### config.mk
export PLATFORM = sky130hd
export DESIGN_NAME = special_float_rounder
export DESIGN_NICKNAME = d
export VERILOG_FILES = /design/src/rtl/special_float_rounder.sv
export SDC_FILE = /design/constraint.sdc
export NUM_CORES = 1
export LEC_CHECK = 0
export ABC_AREA = 1
export CAP_MARGIN = 20
export CORE_MARGIN = 5
export CORE_UTILIZATION = 39
export DETAILED_ROUTE_END_ITERATION = 8
export GPL_TIMING_DRIVEN = 0
export PLACE_DENSITY = 0.78
export SYNTH_ARGS = -nofsm -noshare
export SYNTH_HDL_FRONTEND = slang
export SYNTH_SLANG_ARGS = --single-unit
### constraint.sdc
create_clock -name clk -period 0.8 [get_ports clk]
set_clock_uncertainty 0.05 [all_clocks]
set_input_delay 0.16 -clock clk [delete_from_list [all_inputs] [get_ports clk]]
set_output_delay 0.16 -clock clk [all_outputs]
set_load 0.05 [all_outputs]
### src/rtl/special_float_rounder.sv
// Classifies a packed float operand and rounds a pre-rounded exp/mantissa pair.
// Ports: clk, rst_n, in_valid, a, non_rounded_*, rounding_bits -> flags, rounded_*, overflow_flag, out_valid. Option: SPECIAL_FLOAT_E4M3_EN.
module special_float_rounder #(
  parameter int EXPONENT_WIDTH = 8,
  parameter int MANTISSA_WIDTH = 23,
  parameter int ROUND_TO_NEAREST_TIES_TO_EVEN = 1,
  parameter int ROUNDING_BITS = MANTISSA_WIDTH + 1
) (
  input  logic                                    clk,
  input  logic                                    rst_n,
  input  logic                                    in_valid,
  input  logic [EXPONENT_WIDTH+MANTISSA_WIDTH:0]  a,
  input  logic [EXPONENT_WIDTH-1:0]               non_rounded_exponent,
  input  logic [MANTISSA_WIDTH-1:0]               non_rounded_mantissa,
  input  logic [ROUNDING_BITS-1:0]                rounding_bits,
  output logic                                    out_valid,
  output logic                                    is_infinite,
  output logic                                    is_zero,
  output logic                                    is_signaling_nan,
  output logic                                    is_quiet_nan,
  output logic                                    is_subnormal,
  output logic [EXPONENT_WIDTH-1:0]               rounded_exponent,
  output logic [MANTISSA_WIDTH-1:0]               rounded_mantissa,
  output logic                                    overflow_flag
);

  localparam int E = EXPONENT_WIDTH;
  localparam int M = MANTISSA_WIDTH;

`ifdef SPECIAL_FLOAT_E4M3_EN
  localparam bit E4M3 = (E == 4) && (M == 3);
`else
  localparam bit E4M3 = 1'b0;
`endif

  logic         unused_sign;
  logic [E-1:0] a_exp;
  logic [M-1:0] a_frac;

  assign {unused_sign, a_exp, a_frac} = a;

  logic exp_ones, exp_zero, frac_zero;
  logic frac_ones, frac_msb;

  assign exp_ones  = &a_exp;
  assign exp_zero  = ~|a_exp;
  assign frac_zero = ~|a_frac;
  assign frac_ones = &a_frac;
  assign frac_msb  = a_frac[M-1];

  logic c_inf, c_zero, c_snan, c_qnan, c_sub;

  always_comb begin
    c_inf  = 1'b0;
    c_snan = 1'b0;
    c_qnan = 1'b0;
    c_zero = exp_zero & frac_zero;
    c_sub  = exp_zero & ~frac_zero;
    if (E4M3) begin
      // only the all-ones code is NaN; no infinities
      c_qnan = exp_ones & frac_ones;
    end else begin
      c_inf  = exp_ones & frac_zero;
      c_qnan = exp_ones & ~frac_zero & frac_msb;
      c_snan = exp_ones & ~frac_zero & ~frac_msb;
    end
  end

  logic guard, sticky, round_up;
  logic [E+M-1:0] sum;

  assign guard    = rounding_bits[ROUNDING_BITS-1];
  assign sticky   = |rounding_bits[ROUNDING_BITS-2:0];
  assign round_up = guard & (sticky | non_rounded_mantissa[0]);

  // mantissa carry ripples straight into the exponent field
  assign sum = {non_rounded_exponent, non_rounded_mantissa}
             + {{(E+M-1){1'b0}}, round_up};

  logic [E-1:0] r_exp;
  logic [M-1:0] r_mant;
  logic         r_ovf;

  always_comb begin
    r_exp  = non_rounded_exponent;
    r_mant = non_rounded_mantissa;
    r_ovf  = 1'b0;
    if (ROUND_TO_NEAREST_TIES_TO_EVEN != 0 && !(&non_rounded_exponent)) begin
      r_exp  = sum[E+M-1:M];
      r_mant = sum[M-1:0];
      if (&sum[E+M-1:M]) begin
        r_mant = '0;
        r_ovf  = 1'b1;
      end
    end
  end

  always_ff @(posedge clk or negedge rst_n) begin
    if (!rst_n) begin
      out_valid        <= 1'b0;
      is_infinite      <= 1'b0;
      is_zero          <= 1'b0;
      is_signaling_nan <= 1'b0;
      is_quiet_nan     <= 1'b0;
      is_subnormal     <= 1'b0;
      rounded_exponent <= '0;
      rounded_mantissa <= '0;
      overflow_flag    <= 1'b0;
    end else begin
      out_valid <= in_valid;
      if (in_valid) begin
        is_infinite      <= c_inf;
        is_zero          <= c_zero;
        is_signaling_nan <= c_snan;
        is_quiet_nan     <= c_qnan;
        is_subnormal     <= c_sub;
        rounded_exponent <= r_exp;
        rounded_mantissa <= r_mant;
        overflow_flag    <= r_ovf;
      end
    end
  end

endmodule

==> out/results.tsv <==
metric	value	unit
outcome	finished with violations	
violations	hold timing, setup timing	
p_clk_share	23.9	%
syn-num-nets	518	
avgSynthCellArea	6.77	sq um
cts_tree	yes	
initial_utilization	40.0	%
post-dp-hpwl	7.58	mm
grt_pass1_wl	16.0	mm
route.detailed.drc	0	
hold_path.class	in2async	
finalHoldViolCount	38	
fin_crit	1660	ps
gp_congestion	0.892	
tightest_slew	508	ps
routedWlPerCell	15.6	um
yosysWarnings	0	
required	950	ps
p_switching	2.25	mW
reg2reg_depth	4	
dr.first_iter.drc_count	185	
grt_pass1_vias	3569	
grt.overflow.total	0	
drive_gt1_share	55.9	%
root_buffer	clkbuf_8	
r2r-start	rounded_mantissa[22]$_DFFE_PN0P_	
fin_cells	698	
relSlewSlack	66.1	%
final_cell_mix	nand2_1, nand2_2, buf_6, buf_4, dfrtp_2	
clk_latency	290	ps
cp.arrival	1810	ps
vias	3544	
p_total	6.05	mW
slew_violations	0	
htreeDepth	2	
antenna_found_initial	0	
routed_via_density	5.08	
die_area	9210	sq um
ys_types	31	
drv_cap	0	
port-buffer-count	126	
clk_path_buf_depth	2	
worstReg2RegEnd	rounded_mantissa[22]$_DFFE_PN0P_	
ant_nets	0	
clk_pin_slew_worst_paths	80	ps
path_class	in2reg	
cts_buffers	5	
placedCellCount	651	
place_ws	-1720	ps
final_common_cell	nand2_1	
die_y	96.0	um
power_frac_seq	36.4	%
ios	128	
fin_crit_sh	208	%
grt_start_max_net_pins	39	
drt_first_pass_iters	4	
setup_ws	-862	ps
fin_hold_ws	-204	ps
worstPathMaxFanout	5	
core	7210	sq um
grt_usage	22.2	%
p_leak	2.43	nW
ys_seq_area_share	33.0	%
crit_path_start_kind	primary input	
ys_ff_latch	38	
syn_area	2880	sq um
irDropWorstVdd	908	uV
synthToLayoutAreaGrowth	85.8	%
max_freq	0.602	GHz
r2r_setup_slack	-130	ps
p_per_area	1130	nW/um^2
finalNetCount	690	
n_antenna_cell	0	
intPower	3.80	mW
swShare	37.1	%
grt_setup_unrepaired	true	
die_x	96.0	um
endpoint_kind	register	
totalWireLength	10.9	mm
syn_inst	426	
setup_viol	75	
pwr-share-comb	39.7	%
rows	31	
numClockSinks	38	
## critical path, cell delays in order
cell	delay [ps]
buf_8	90
nand2_8	60
inv_6	60
ha_4	120
inv_2	40
nor2_4	150
nand2_2	90
nor2_4	110
nand3_2	100
nand2_2	90
nand2_2	70
nor2_4	110
nand3_4	130
buf_6	170
buf_12	140
nand2_4	50
nand2_2	40
## state kept, by name (all words and copies together), names as in the netlist
signal / cells
overflow_flag: 1
is_quiet_nan: 1
is_signaling_nan: 1
is_subnormal: 1
rounded_mantissa: 23
out_valid: 1
is_infinite: 1
rounded_exponent: 8
is_zero: 1
## per-stage QoR
stage          area [sq um]  util, %  TNS [ps]
5_1_grt                5360     74.2    -36940
4_1_cts                5090     70.5    -33100
2_1_floorplan          3090        -    -20010
3_3_place_gp           4470     62.0   -131880
6_report               5360     74.2    -33520
3_5_place_dp           4470     61.9    -82940
## synthesized netlist by cell type
master | n | area share [%]
a22o_1 | 1 | 0.30
nor2_2 | 9 | 2.0
clkbuf_1 | 6 | 0.78
nand3_1 | 9 | 1.6
buf_6 | 1 | 0.39
inv_1 | 35 | 4.6
o21bai_1 | 1 | 0.26
ha_1 | 2 | 0.87
nor3b_1 | 1 | 0.26
nand3b_1 | 6 | 1.6
a31oi_1 | 2 | 0.43
nand4_1 | 7 | 1.5
dfrtp_1 | 38 | 33
nor2_1 | 55 | 7.2
and3_1 | 2 | 0.43
nor4_1 | 7 | 1.5
nor3_1 | 7 | 1.2
buf_12 | 1 | 0.69
o22ai_1 | 8 | 1.7
nand2_1 | 137 | 18
nand2_4 | 11 | 4.3
a211oi_1 | 1 | 0.26
nand3_4 | 1 | 0.61
buf_4 | 1 | 0.26
nor2_4 | 9 | 3.5
inv_2 | 4 | 0.52
a21oi_1 | 17 | 3.0
and2_1 | 2 | 0.43
o21a_1 | 1 | 0.26
o21ai_0 | 16 | 2.8
nand2_2 | 28 | 6.1
## worst max path at each step
stage                                  start  slack, ps                                to
finish               non_rounded_mantissa[0]       -860  rounded_mantissa[18]$_DFFE_PN0P_
global route         non_rounded_mantissa[0]       -940   rounded_mantissa[2]$_DFFE_PN0P_
CTS                        rounding_bits[23]       -830  rounded_mantissa[12]$_DFFE_PN0P_
detailed placement  non_rounded_mantissa[17]      -1720  rounded_mantissa[18]$_DFFE_PN0P_
global placement    non_rounded_mantissa[17]      -1730  rounded_mantissa[22]$_DFFE_PN0P_
floorplan            non_rounded_mantissa[0]       -740  rounded_mantissa[16]$_DFFE_PN0P_
## power groups by stage
stage | clock [mW] | combinational (mW) | sequential, mW
floorplan | 0 | 0.556 | 2.75
global placement | 0 | 2.07 | 2.21
detailed placement | 0 | 2.09 | 2.21
CTS | 1.46 | 2.28 | 2.21
global route | 1.53 | 2.55 | 2.22
finish | 1.44 | 2.40 | 2.21
## cells by family (layout without fill, tap and decap cells)
family / Yosys count / count (layout) / share of synthesized area [%]
AOI/OAI and AO/OA: 47 / 47 / 8.98
adders and majority gates: 2 / 2 / 0.868
buffers and inverters: 48 / 221 / 7.20
DFF: 38 / 38 / 33.0
and+or+nand+nor: 291 / 291 / 50.0
## metal layers
layer / part of all wire [%] / track usage (%)
met4: 2.7 / 6.52
met5: 0 / 0
met2: 53 / 40.6
met1: 38 / 25.6
met3: 6.9 / 5.32
## layout make-up
cell class                 instances  area [sq um]
inverter                          39           159
clock buffer                       6          82.6
multi-input combinational        340          2280
timing repair buffer             165          1610
tap                               99           124
sequential                        38           996
fill                             559          1860
clock inverter                     2          12.5
buffer                             9          92.6
## timing repair
| item | in CTS | in global routing |
|---|---|---|
| resized for setup | 555 | 82 |
| buffers inserted | 26 | 11 |
| pin swaps | 54 | 47 |
| gates cloned | 2 | 0 |
| endpoints found under the hold margin | 38 | 38 |
| endpoints found under the setup margin | 75 | 90 |
No activity file was read; power rests on OpenSTA's default activity.
